File: config.mk
export PLATFORM = sky130hd
export DESIGN_NAME = and_operand_loader
export DESIGN_NICKNAME = d
export VERILOG_FILES = /design/src/rtl/and_stage_pkg.sv /design/src/rtl/and_operand_loader_strobe_sync.sv /design/src/rtl/and_operand_loader.sv
export SDC_FILE = /design/constraint.sdc
export NUM_CORES = 1
export LEC_CHECK = 0
export CORE_MARGIN = 2
export CORE_UTILIZATION = 27
export CTS_CLUSTER_SIZE = 28
export DETAILED_ROUTE_END_ITERATION = 8
export SETUP_SLACK_MARGIN = 0.15
export SLEW_MARGIN = 20
export SYNTH_ARGS = -nofsm -noshare
export SYNTH_HDL_FRONTEND = slang
export SYNTH_SLANG_ARGS = --single-unit
export TNS_END_PERCENT = 50
File: constraint.sdc
create_clock -name clk -period 3.2 [get_ports clk]
set_input_delay 0.32 -clock clk [delete_from_list [all_inputs] [get_ports clk]]
set_output_delay 0.32 -clock clk [all_outputs]
set_load 0.01 [all_outputs]
File: src/rtl/and_stage_pkg.sv
// ---------------------------------------------------------------------------
// and_stage_pkg
// Shared definitions for the 8-bit AND unit front end.
//   OPERAND_W  : operand / data-bus width
//   CNT_W      : width of the completed-pair counter
//   ld_state_t : operand loader FSM state codes
//   ST_*       : the same codes as plain 2-bit constants, for state
//                registers that must also be able to hold the illegal
//                code 2'b11
// ---------------------------------------------------------------------------
package and_stage_pkg;

  localparam int OPERAND_W = 8;
  localparam int CNT_W     = 8;

  typedef enum logic [1:0] {
    LOAD_A  = 2'b00,
    LOAD_B  = 2'b01,
    PRESENT = 2'b10
  } ld_state_t;

  localparam logic [1:0] ST_LOAD_A  = LOAD_A;
  localparam logic [1:0] ST_LOAD_B  = LOAD_B;
  localparam logic [1:0] ST_PRESENT = PRESENT;

endpackage : and_stage_pkg

File: src/rtl/and_operand_loader_strobe_sync.sv
// ---------------------------------------------------------------------------
// strobe_sync
// Brings an asynchronous pin strobe into the clk domain and emits a
// one-cycle pulse per rising edge of the strobe.
//   clk        : system clock, rising edge
//   rst_n      : asynchronous active-low reset
//   async_in   : asynchronous strobe from a pin
//   rise_pulse : registered, one clk cycle high per rising edge of async_in
// Latency: rise_pulse is high during the cycle that ends on the
// (SYNC_STAGES+2)th rising clk edge after async_in rises, so a consumer
// acting on it updates on that edge. SYNC_STAGES must be at least 2.
// ---------------------------------------------------------------------------
module strobe_sync #(
  parameter int SYNC_STAGES = 2
) (
  input  logic clk,
  input  logic rst_n,
  input  logic async_in,
  output logic rise_pulse
);

  logic [SYNC_STAGES-1:0] sync_q;
  logic                   edge_q;
  logic                   pulse_q;
  logic                   pulse_d;

  // Synchronizer chain: stage 0 may go metastable, later stages settle it.
  generate
    for (genvar gi = 0; gi < SYNC_STAGES; gi++) begin : g_sync
      if (gi == 0) begin : g_first
        always_ff @(posedge clk or negedge rst_n) begin
          if (!rst_n) sync_q[gi] <= 1'b0;
          else        sync_q[gi] <= async_in;
        end
      end else begin : g_next
        always_ff @(posedge clk or negedge rst_n) begin
          if (!rst_n) sync_q[gi] <= 1'b0;
          else        sync_q[gi] <= sync_q[gi-1];
        end
      end
    end
  endgenerate

  // Edge detect against the previous synchronized level; the pulse itself
  // is registered so downstream logic sees a clean flop output.
  always_comb begin
    pulse_d = sync_q[SYNC_STAGES-1] & ~edge_q;
  end

  always_ff @(posedge clk or negedge rst_n) begin
    if (!rst_n) begin
      edge_q  <= 1'b0;
      pulse_q <= 1'b0;
    end else begin
      edge_q  <= sync_q[SYNC_STAGES-1];
      pulse_q <= pulse_d;
    end
  end

  assign rise_pulse = pulse_q;

endmodule : strobe_sync

File: src/rtl/and_operand_loader.sv
// ---------------------------------------------------------------------------
// and_operand_loader
// Captures operand A then operand B from one shared pin bus, each load
// triggered by a rising edge on an asynchronous strobe pin, then offers the
// pair to the AND unit with a valid/ready handshake.
//   clk        : system clock, rising edge
//   rst_n      : asynchronous active-low reset
//   in_data    : shared operand bus (stable while in_strobe is high)
//   in_strobe  : asynchronous load strobe, rising edge loads one operand
//   clr        : synchronous clear, beats loads and handshakes
//   a_out      : operand A
//   b_out      : operand B
//   pair_valid : A/B pair complete and stable
//   pair_ready : consumer accepts the pair
//   op_count   : completed-handshake counter (wraps)
//   overrun    : sticky, a load arrived while a pair was pending
//   state_out  : FSM state code for debug pins
// All outputs come straight from flops.
// ---------------------------------------------------------------------------
module and_operand_loader
  import and_stage_pkg::*;
#(
  parameter int WIDTH       = OPERAND_W,
  parameter int SYNC_STAGES = 2
) (
  input  logic             clk,
  input  logic             rst_n,
  input  logic [WIDTH-1:0] in_data,
  input  logic             in_strobe,
  input  logic             clr,
  output logic [WIDTH-1:0] a_out,
  output logic [WIDTH-1:0] b_out,
  output logic             pair_valid,
  input  logic             pair_ready,
  output logic [CNT_W-1:0] op_count,
  output logic             overrun,
  output logic [1:0]       state_out
);

  logic             load_pulse;

  logic [1:0]       state_q,   state_d;
  logic [WIDTH-1:0] a_q,       a_d;
  logic [WIDTH-1:0] b_q,       b_d;
  logic             valid_q,   valid_d;
  logic [CNT_W-1:0] count_q,   count_d;
  logic             overrun_q, overrun_d;

  strobe_sync #(
    .SYNC_STAGES (SYNC_STAGES)
  ) u_strobe_sync (
    .clk        (clk),
    .rst_n      (rst_n),
    .async_in   (in_strobe),
    .rise_pulse (load_pulse)
  );

  always_comb begin
    state_d   = state_q;
    a_d       = a_q;
    b_d       = b_q;
    valid_d   = valid_q;
    count_d   = count_q;
    overrun_d = overrun_q;

    if (clr) begin
      // Clear wipes the pair and the flag but keeps the running count.
      state_d   = ST_LOAD_A;
      valid_d   = 1'b0;
      a_d       = '0;
      b_d       = '0;
      overrun_d = 1'b0;
    end else begin
      case (state_q)
        ST_LOAD_A: begin
          if (load_pulse) begin
            a_d     = in_data;
            state_d = ST_LOAD_B;
          end
        end
        ST_LOAD_B: begin
          if (load_pulse) begin
            b_d     = in_data;
            valid_d = 1'b1;
            state_d = ST_PRESENT;
          end
        end
        ST_PRESENT: begin
          // A load here has nowhere to go: drop it and remember that.
          // The handshake is independent and may complete on the same edge.
          if (load_pulse) begin
            overrun_d = 1'b1;
          end
          if (valid_q && pair_ready) begin
            valid_d = 1'b0;
            count_d = count_q + {{(CNT_W-1){1'b0}}, 1'b1};
            state_d = ST_LOAD_A;
          end
        end
        default: begin
          // Illegal code: recover without touching any output register.
          state_d = ST_LOAD_A;
        end
      endcase
    end
  end

  always_ff @(posedge clk or negedge rst_n) begin
    if (!rst_n) begin
      state_q   <= ST_LOAD_A;
      a_q       <= '0;
      b_q       <= '0;
      valid_q   <= 1'b0;
      count_q   <= '0;
      overrun_q <= 1'b0;
    end else begin
      state_q   <= state_d;
      a_q       <= a_d;
      b_q       <= b_d;
      valid_q   <= valid_d;
      count_q   <= count_d;
      overrun_q <= overrun_d;
    end
  end

  assign a_out      = a_q;
  assign b_out      = b_q;
  assign pair_valid = valid_q;
  assign op_count   = count_q;
  assign overrun    = overrun_q;
  assign state_out  = state_q;

endmodule : and_operand_loader

Word level (Yosys, flattened, before mapping)
Cells that the tools add are included.
{ "totals": {"input_bits": 13, "reg_bits": 32, "word_cells": 48, "out_inout_bits": 28} }
{ "op_classes": {"mux": 16, "n_eq_ne": 5, "n_bitwise": 3, "n_reduce_logical": 13, "addsub": 1} }
{ "ops": {"columns": ["op", "count"], "rows": [
  ["$mux 8", 5],
  ["$reduce_and 3->1", 3],
  ["$add 8x1->8 const B", 1],
  ["$mux 2", 4],
  ["$reduce_bool 2->1", 4],
  ["$ne 3x2->1 const B", 2],
  ["$pmux 2 s3", 1],
  ["$reduce_and 2->1", 3],
  ["$mux 1", 5],
  ["$ne 3x3->1 const B", 1],
  ["$reduce_bool 3->1", 1],
  ["$eq 2x1->1 const B", 1],
  ["$eq 2x2->1 const B", 1],
  ["$logic_not 2->1", 1],
  ["$not 1->1", 2],
  ["$pmux 1 s2", 1],
  ["$and 1x1->1", 1],
  ["$logic_and 1x1->1", 1]
]} }

Logic depth before layout (Yosys ltp)
Gate-level depths: netlist of run 1.
{ "depth": {"word_depth": 4, "mapped_depth": 4, "mapped_depth_nobuf": 4} }

Hierarchy
A second synthesis of run 1 with hierarchy kept.
{ "hier_totals": {"hier_cells": 107, "area_unflattened_um2": 1340.0} }
{ "modules_own_cells": {"columns": ["mod", "n_inst", "seq_area_each_um2", "area_per_inst_um2", "cells_per_inst"], "rows": [
  ["and_operand_loader", 1, 700.7, 1226.2, 102],
  ["strobe_sync", 1, 100.1, 113.9, 5]
]} }

Least setup slack after synthesis of run 1
No wires, ideal clock.
{ "synth_timing": {"path_type": "register -> register", "start": "reg state_q[0], in the netlist state_out[0]", "end": "reg count_q[1], in the netlist op_count[1]", "arrival_ns": 1.218, "slack_ns": 1.858, "setup_ns": 0.125, "path_stages_with_launch": 4, "t_required_ns": 3.075, "n_path_buf": 0, "period_less_slack_ns": 1.342, "path_cell_list": "dfrtp_1 -> nand4b_4 -> nor2_1 -> mux2_2"} }
{ "synth_via": {"elab_chain_cells": 2} }
{ "synth_lines": {"columns": ["element", "line_no", "text"], "rows": [
  ["start: declaration", "and_operand_loader.sv:42", "logic [1:0] state_q, state_d;"],
  ["start signal: assignment", "and_operand_loader.sv:117", "state_q <= state_d;"],
  ["$eq 2x2->1", "and_operand_loader.sv:74", "case (state_q)"],
  ["$reduce_and 3->1 (no source line)", null, null],
  ["end signal: assignment", "and_operand_loader.sv:121", "count_q <= count_d;"],
  ["end: declaration", "and_operand_loader.sv:46", "logic [CNT_W-1:0] count_q, count_d;"]
]} }
Every way passes these cells.
A chain may end at the register's enable or synchronous reset.

Final worst setup path of run 1
{ "layout_timing": {"start": "in clr", "end": "reg count_q[3], in the netlist op_count[3]"} }
{ "layout_via": {"elab_chain_cells": 2} }
{ "layout_lines": {"columns": ["element", "line_no", "text"], "rows": [
  ["start: declaration", "and_operand_loader.sv:30", "input logic clr,"],
  ["$not 1->1 (no source line)", null, null],
  ["$reduce_and 3->1 (no source line)", null, null]
]} }
Every way passes these cells.

==> summary.md, run 1 <==
| Metric | Value |
|---|---|
| Status | `completed` |
| Final Max Tran Viols | `0` |
| Yosys cell types | `22` |
| Min Tclk post-route | `1.75 ns` |
| Final cell count without fillers | `219` |
| Detailed-placement wirelength estimate | `2010 um` |
| Antenna viol nets, final | `0` |
| RSZ-0062 raised after global routing | `false` |
| Core area | `0.00472 mm^2` |
| Congestion Overflow GR | `0` |
| Post-synthesis sequential area ratio | `60.5%` |
| Rows | `25` |
| First-pass detailed-route iteration total | `4` |
| Hold-fix buffers, CTS | `0` |
| Diodes inserted | `0` |
| Crit-path max FO | `23` |
| Port Buffers | `40` |
| # H-tree levels | `2` |
| GPL Wtd Cong | `0.700` |
| Cell total after placement | `211` |
| Final setup viols | `0` |
| I/O pins | `41` |
| CTS Buf Count | `5` |
| Setup crit end kind | `flop` |
| Total number of vias | `925` |
| Hold Crit Class | `flop to flop` |
| Post-synth top cells | `dfrtp_1 (32), nor2_1 (20), mux2i_1 (16)` |
| CTS sink count | `32` |
| Clock root cell | `clkbuf_8` |
| Via/cell ratio | `4.22` |
| Worst clock skew | `0.00424 ns` |
| Setup TNS | `0 ns` |
| Critical Path Start Type | `input port` |
| Clock Tree Buf Depth | `2` |
| Met3 usage | `3.52%` |
| Max-Cap Viols | `0` |
| Post-layout util | `40.3%` |
| Share of layout cells above drive strength 1 | `7.89%` |
| Global-route wire length before repair | `4600 um` |
| GR met1 Demand/Resource | `14.0%` |
| Power per Cell Area | `470 mW/mm^2` |
| Tot Pwr | `895 uW` |
| DIE AREA | `0.00548 mm^2` |
| Kind of critical path | `input port to flop` |
| Die H | `74.0 um` |
| Crit path DAT | `1.96 ns` |
| Final Cell Area | `0.00191 mm^2` |
| Async SR Flop Fraction | `100%` |
| WHS Path Cells | `0` |
| Worst hold slack | `0.357 ns` |
| Top cell type by total area after synthesis | `dfrtp_1` |
| GR peak layer | `met2` |
| CTS tree | `built` |
| Tot GR Track Use | `11.3%` |
| VDD IR-drop max | `0.263 mV` |
| Area Growth Syn to Fin | `44.0%` |
| Post-place setup slack | `1.14 ns` |
| Top FF cell, synth | `dfrtp_1` |
| Initial Util | `28.0%` |
| CP required | `3.41 ns` |
| Skew-Pair Late Insertion Delay | `0.28 ns` |
| Clk slew on worst S/H paths | `0.06 ns` |
| Syn. warnings | `0` |
| EDFF count, synth | `0` |
| Initial antenna violation count | `0` |
| Initial DRC count | `29` |
| Slew margin rel. | `40.8%` |
| Setup WS post-layout | `1.45 ns` |
| Largest net degree at the start of global routing | `33` |
| Slew @ Worst Pin | `0.884 ns` |
| Fin. Hold Viols | `0` |
| Vias in the first global route | `999` |
| Fmax | `570 MHz` |
| Mean Syn Cell Area | `12.4 um^2` |
| Gate Count Post-Synth | `107` |
| Post-CTS Setup Inserts | `0` |
| Remaining DRCs | `0` |
| R2R cell count | `3` |
| Top cell type's share of synthesized area | `60.5%` |
| Static leakage | `0.923 nW` |
| Resized cells post-CTS | `0` |
| Most common cell in the netlist | `dfrtp_1` |
| Wire per inst | `12.6 um` |
| Final worst path period share | `54.8%` |
| Yosys reg bits | `32` |
| GR met2 Demand/Resource | `18.4%` |
| Post-DP Area | `0.00180 mm^2` |
| Fin nets | `165` |
| Top post-synthesis cells by area | `dfrtp_1 (60%), mux2i_1 (12%), nor2_1 (5.7%)` |
| Syn Nets | `121` |
| Final WL | `2750 um` |
| Die width | `74.0 um` |
| Synthesized area | `0.00132 mm^2` |
[area by class of cell]
class,count,area (um^2)
clock buffer,6,72.6
clock inverter,2,35.0
fill,469,2820
inverter,2,7.51
multi-input combinational,69,498
sequential,32,801
tap,67,83.8
timing repair buffer,41,408
[critical path, stage by stage]
cell and delay [ns]:
clkdlybuf4s50_1 0.80, nand3b_1 0.43, nor3_1 0.24, xor2_1 0.16
[layer usage]
layer,wire length [um],vias up
li1,-,448
met1,1250,438
met2,1270,35
met3,192,4
met4,44,0
met5,0,-
[worst paths after layout]
check,startpoint,end,slack [ns]
setup / recovery,clr,op_count[3],1.45
hold / removal,u_strobe_sync.sync_q[0],u_strobe_sync.sync_q[1],0.36
setup reg to reg,state_out[1],a_out[2],1.47
hold reg to reg,u_strobe_sync.sync_q[0],u_strobe_sync.sync_q[1],0.36
max in group asynchronous,rst_n,u_strobe_sync.sync_q[0],2.48
min in group asynchronous,rst_n,b_out[1],0.44
[registers in the layout (all words and copies together), names as in the netlist]
| signal | cells |
|---|---|
| u_strobe_sync.sync_q | 2 |
| b_out | 8 |
| u_strobe_sync.edge_q | 1 |
| pair_valid | 1 |
| a_out | 8 |
| state_out | 2 |
| op_count | 8 |
| overrun | 1 |
| u_strobe_sync.rise_pulse | 1 |
[where the power goes]
group / total [mW] / leakage [nW] / switching [mW] / internal, mW
clock network: 0.375 / 0.0552 / 0.144 / 0.231
logic: 0.0891 / 0.444 / 0.0396 / 0.0495
registers: 0.431 / 0.424 / 0.0126 / 0.418
[cells by family (layout without fill, tap and decap cells)]
logic type	Yosys count	count (layout)	synth area share [%]
fa+ha+maj	1	1	0.945
flops	32	32	60.5
compound gates	4	4	1.80
xor+xnor	8	8	5.29
buf+inv	6	51	2.27
mux	17	17	12.9
simple gates	39	39	16.3
[placed cells by master, fill, tap and decap left out]
cell	n
xor2_1	5
clkinv_2	1
inv_1	2
nand4_1	1
nor2b_1	2
buf_4	1
nand4b_4	1
nor4_4	1
a2bb2oi_1	1
ha_1	1
nor3b_2	1
mux2_2	1
bufinv_16	1
a21oi_1	3
nor2_1	20
mux2i_1	16
xnor2_1	3
clkbuf_8	5
clkdlybuf4s50_1	40
nand3b_1	2
nor3_1	5
nand2_1	3
nand3_1	1
nand2b_1	2
clkbuf_1	1
dfrtp_1	32
(Power assumes the default switching activity.)
==> inputs of run 2 (changes only) <==
clock period = 1.8 ns   (was 3.2 ns; I/O delays follow)
==> summary.md, run 2 (same netlist as run 1, synthesis figures left out) <==
| Metric | Value |
|---|---|
| Status | `completed` |
| Port Buffers | `40 (unchanged)` |
| CTS sink count | `32 (unchanged)` |
| Clock Tree Buf Depth | `2 (unchanged)` |
| Fmax | `644 MHz` |
| Total number of vias | `932 (+0.76%)` |
| Post-place setup slack | `0.189 ns (-0.950 ns)` |
| Max-Cap Viols | `0 (unchanged)` |
| Fin nets | `168 (+1.8%)` |
| Fillcell total | `441 (-6.0%)` |
| Sw Share | `22.7% (+0.78 points)` |
| Core area | `0.00472 mm^2 (unchanged)` |
| Setup WS post-layout | `0.248 ns (-1.20 ns)` |
| Global-route wire length before repair | `4460 um (-3.0%)` |
| Final worst path period share | `86.2%` |
| R2R cell count | `3 (unchanged)` |
| GPL Wtd Cong | `0.727 (+3.8%)` |
| Slew @ Worst Pin | `0.412 ns (-0.472 ns)` |
| Crit path to | `state_out[1]` |
| Area Growth Syn to Fin | `45.9%` |
| Slowest CP cell | `clkdlybuf4s50_1` |
| CTS tree | `built` |
| Top delay family on crit path | `buffers and inverters` |
| Commonest non-fill, non-tap cells in the layout | `clkdlybuf4s50_1 (40), dfrtp_1 (32), nor2_1 (20)` |
| RR Startpoint | `state_out[0]` |
| Resized cells post-CTS | `0 (unchanged)` |
| Largest net degree at the start of global routing | `33 (unchanged)` |
| Via/cell ratio | `4.20 (-0.60%)` |
| Remaining DRCs | `0 (unchanged)` |
| Hold Crit Class | `input port to async pin` |
| R2R Path End | `op_count[1]` |
| Diodes inserted | `0 (unchanged)` |
| Area of the multi-input gates | `498 um^2 (unchanged)` |
| Hold-fix buffers, CTS | `0 (unchanged)` |
| Vias in the first global route | `941 (-5.8%)` |
| Setup slack, reg-to-reg | `0.39 ns (-1.08 ns)` |
| VDD IR-drop max | `0.401 mV (+53%)` |
| Antenna viol nets, final | `0 (unchanged)` |
| Setup crit start | `state_out[1]` |
| CP required | `1.62 ns (-1.79 ns)` |
| Crit path DAT | `1.37 ns (-0.59 ns)` |
| CP max stage delay | `0.59 ns (-0.21 ns)` |
| Worst hold slack | `0.301 ns (-0.0557 ns)` |
| Wire per inst | `12.5 um (-0.53%)` |
| Congestion Overflow GR | `0 (unchanged)` |
| # H-tree levels | `2 (unchanged)` |
| Kind of critical path | `flop to output port` |
| Final setup viols | `0 (unchanged)` |
| RSZ-0062 raised after global routing | `false` |
| I/O pins | `41 (unchanged)` |
| Worst-path cell chain | `clkdlybuf4s50_1` |
| Initial DRC count | `70 (+140%)` |
| Final WL | `2770 um (+0.84%)` |
| Int Pwr | `1.24 mW (+78%)` |
| Tot GR Track Use | `10.9% (-0.46 points)` |
| Post-CTS Setup Inserts | `0 (unchanged)` |
| Setup TNS | `0 ns (unchanged)` |
| Clock share of power | `42.4% (+0.5 points)` |
| Psw | `366 uW (+86%)` |
| Register Area | `801 um^2 (unchanged)` |
| First-pass detailed-route iteration total | `4 (unchanged)` |
| Final Max Tran Viols | `0 (unchanged)` |
| Leading cell type in the layout, fill and taps excluded | `clkdlybuf4s50_1` |
| Share of layout cells above drive strength 1 | `10.3% (+2.4 points)` |
| Fin. Hold Viols | `0 (unchanged)` |
| Rows | `25 (unchanged)` |
| Combinational fraction of design power | `10.1% (about the same)` |
| DIE AREA | `0.00548 mm^2 (unchanged)` |
| Static leakage | `0.936 nW (+1.4%)` |
| Initial antenna violation count | `0 (unchanged)` |
| Worst Path Buf+Inv | `1 (unchanged)` |
| WP depth | `1 (-3)` |
| Power per Cell Area | `833 mW/mm^2 (+77%)` |
| CTS Buf Count | `5 (unchanged)` |
| Skew-Pair Late Insertion Delay | `0.28 ns (about the same)` |
| Clock root cell | `clkbuf_8` |
| Die H | `74.0 um (unchanged)` |
| Clk slew on worst S/H paths | `0.07 ns (about the same)` |
| Min Tclk post-route | `1.55 ns` |
| Critical Path Start Type | `flop` |
| Crit-path max FO | `7 (-70%)` |
| Initial Util | `28.0% (unchanged)` |
| Slew margin rel. | `72.5% (+32 points)` |
| Die width | `74.0 um (unchanged)` |
| Worst clock skew | `0.00831 ns (+0.00407 ns)` |
| Detailed-placement wirelength estimate | `1920 um (-4.6%)` |
| Sequential share of power | `47.6% (-0.6 points)` |
| Setup crit end kind | `output port` |
-- run 2: stage by stage --
step	cells	utilization (%)	area, um^2	total power [mW]
after floorplan	107	-	1320	0.841
after global placement	213	38.4	1810	0.938
after detailed placement	213	38.4	1810	0.943
after CTS	221	40.7	1920	1.64
after global routing	222	40.9	1930	1.68
final	222	40.9	1930	1.61
-- run 2: cell type report --
type                            count  share of cell area [%]
Clock buffer                        5                    3.56
Clock inverter                      3                    2.20
Inverter                            2                   0.389
Multi-Input combinational cell     69                    25.8
Sequential cell                    32                    41.5
Tap cell                           67                    4.34
Timing Repair Buffer               44                    22.3
-- run 2: how the worst min path moves through the flow --
stage / slack, ns / cells after the start / end
after global placement: 0.34 / 0 / u_strobe_sync.sync_q[1]
final: 0.30 / 2 / b_out[6]
after floorplan: -0.12 / 0 / a_out[0]
after CTS: 0.31 / 2 / b_out[6]
after detailed placement: 0.35 / 0 / u_strobe_sync.sync_q[1]
after global routing: 0.34 / 1 / u_strobe_sync.sync_q[0]
-- run 2: layer usage --
layer	vias up	routed length, um	GRT usage, %
li1	448	-	-
met1	448	1300	14.7
met2	34	1250	16.0
met3	2	213	4.20
met4	0	18	3.64
met5	-	0	0
-- run 2: power by group through the flow --
stage / registers (mW) / clock network [mW] / logic [mW]
floorplan: 0.785 / 0 / 0.0563
global placement: 0.778 / 0 / 0.161
detailed placement: 0.779 / 0 / 0.164
CTS: 0.766 / 0.706 / 0.165
global route: 0.769 / 0.733 / 0.179
finish: 0.765 / 0.682 / 0.162
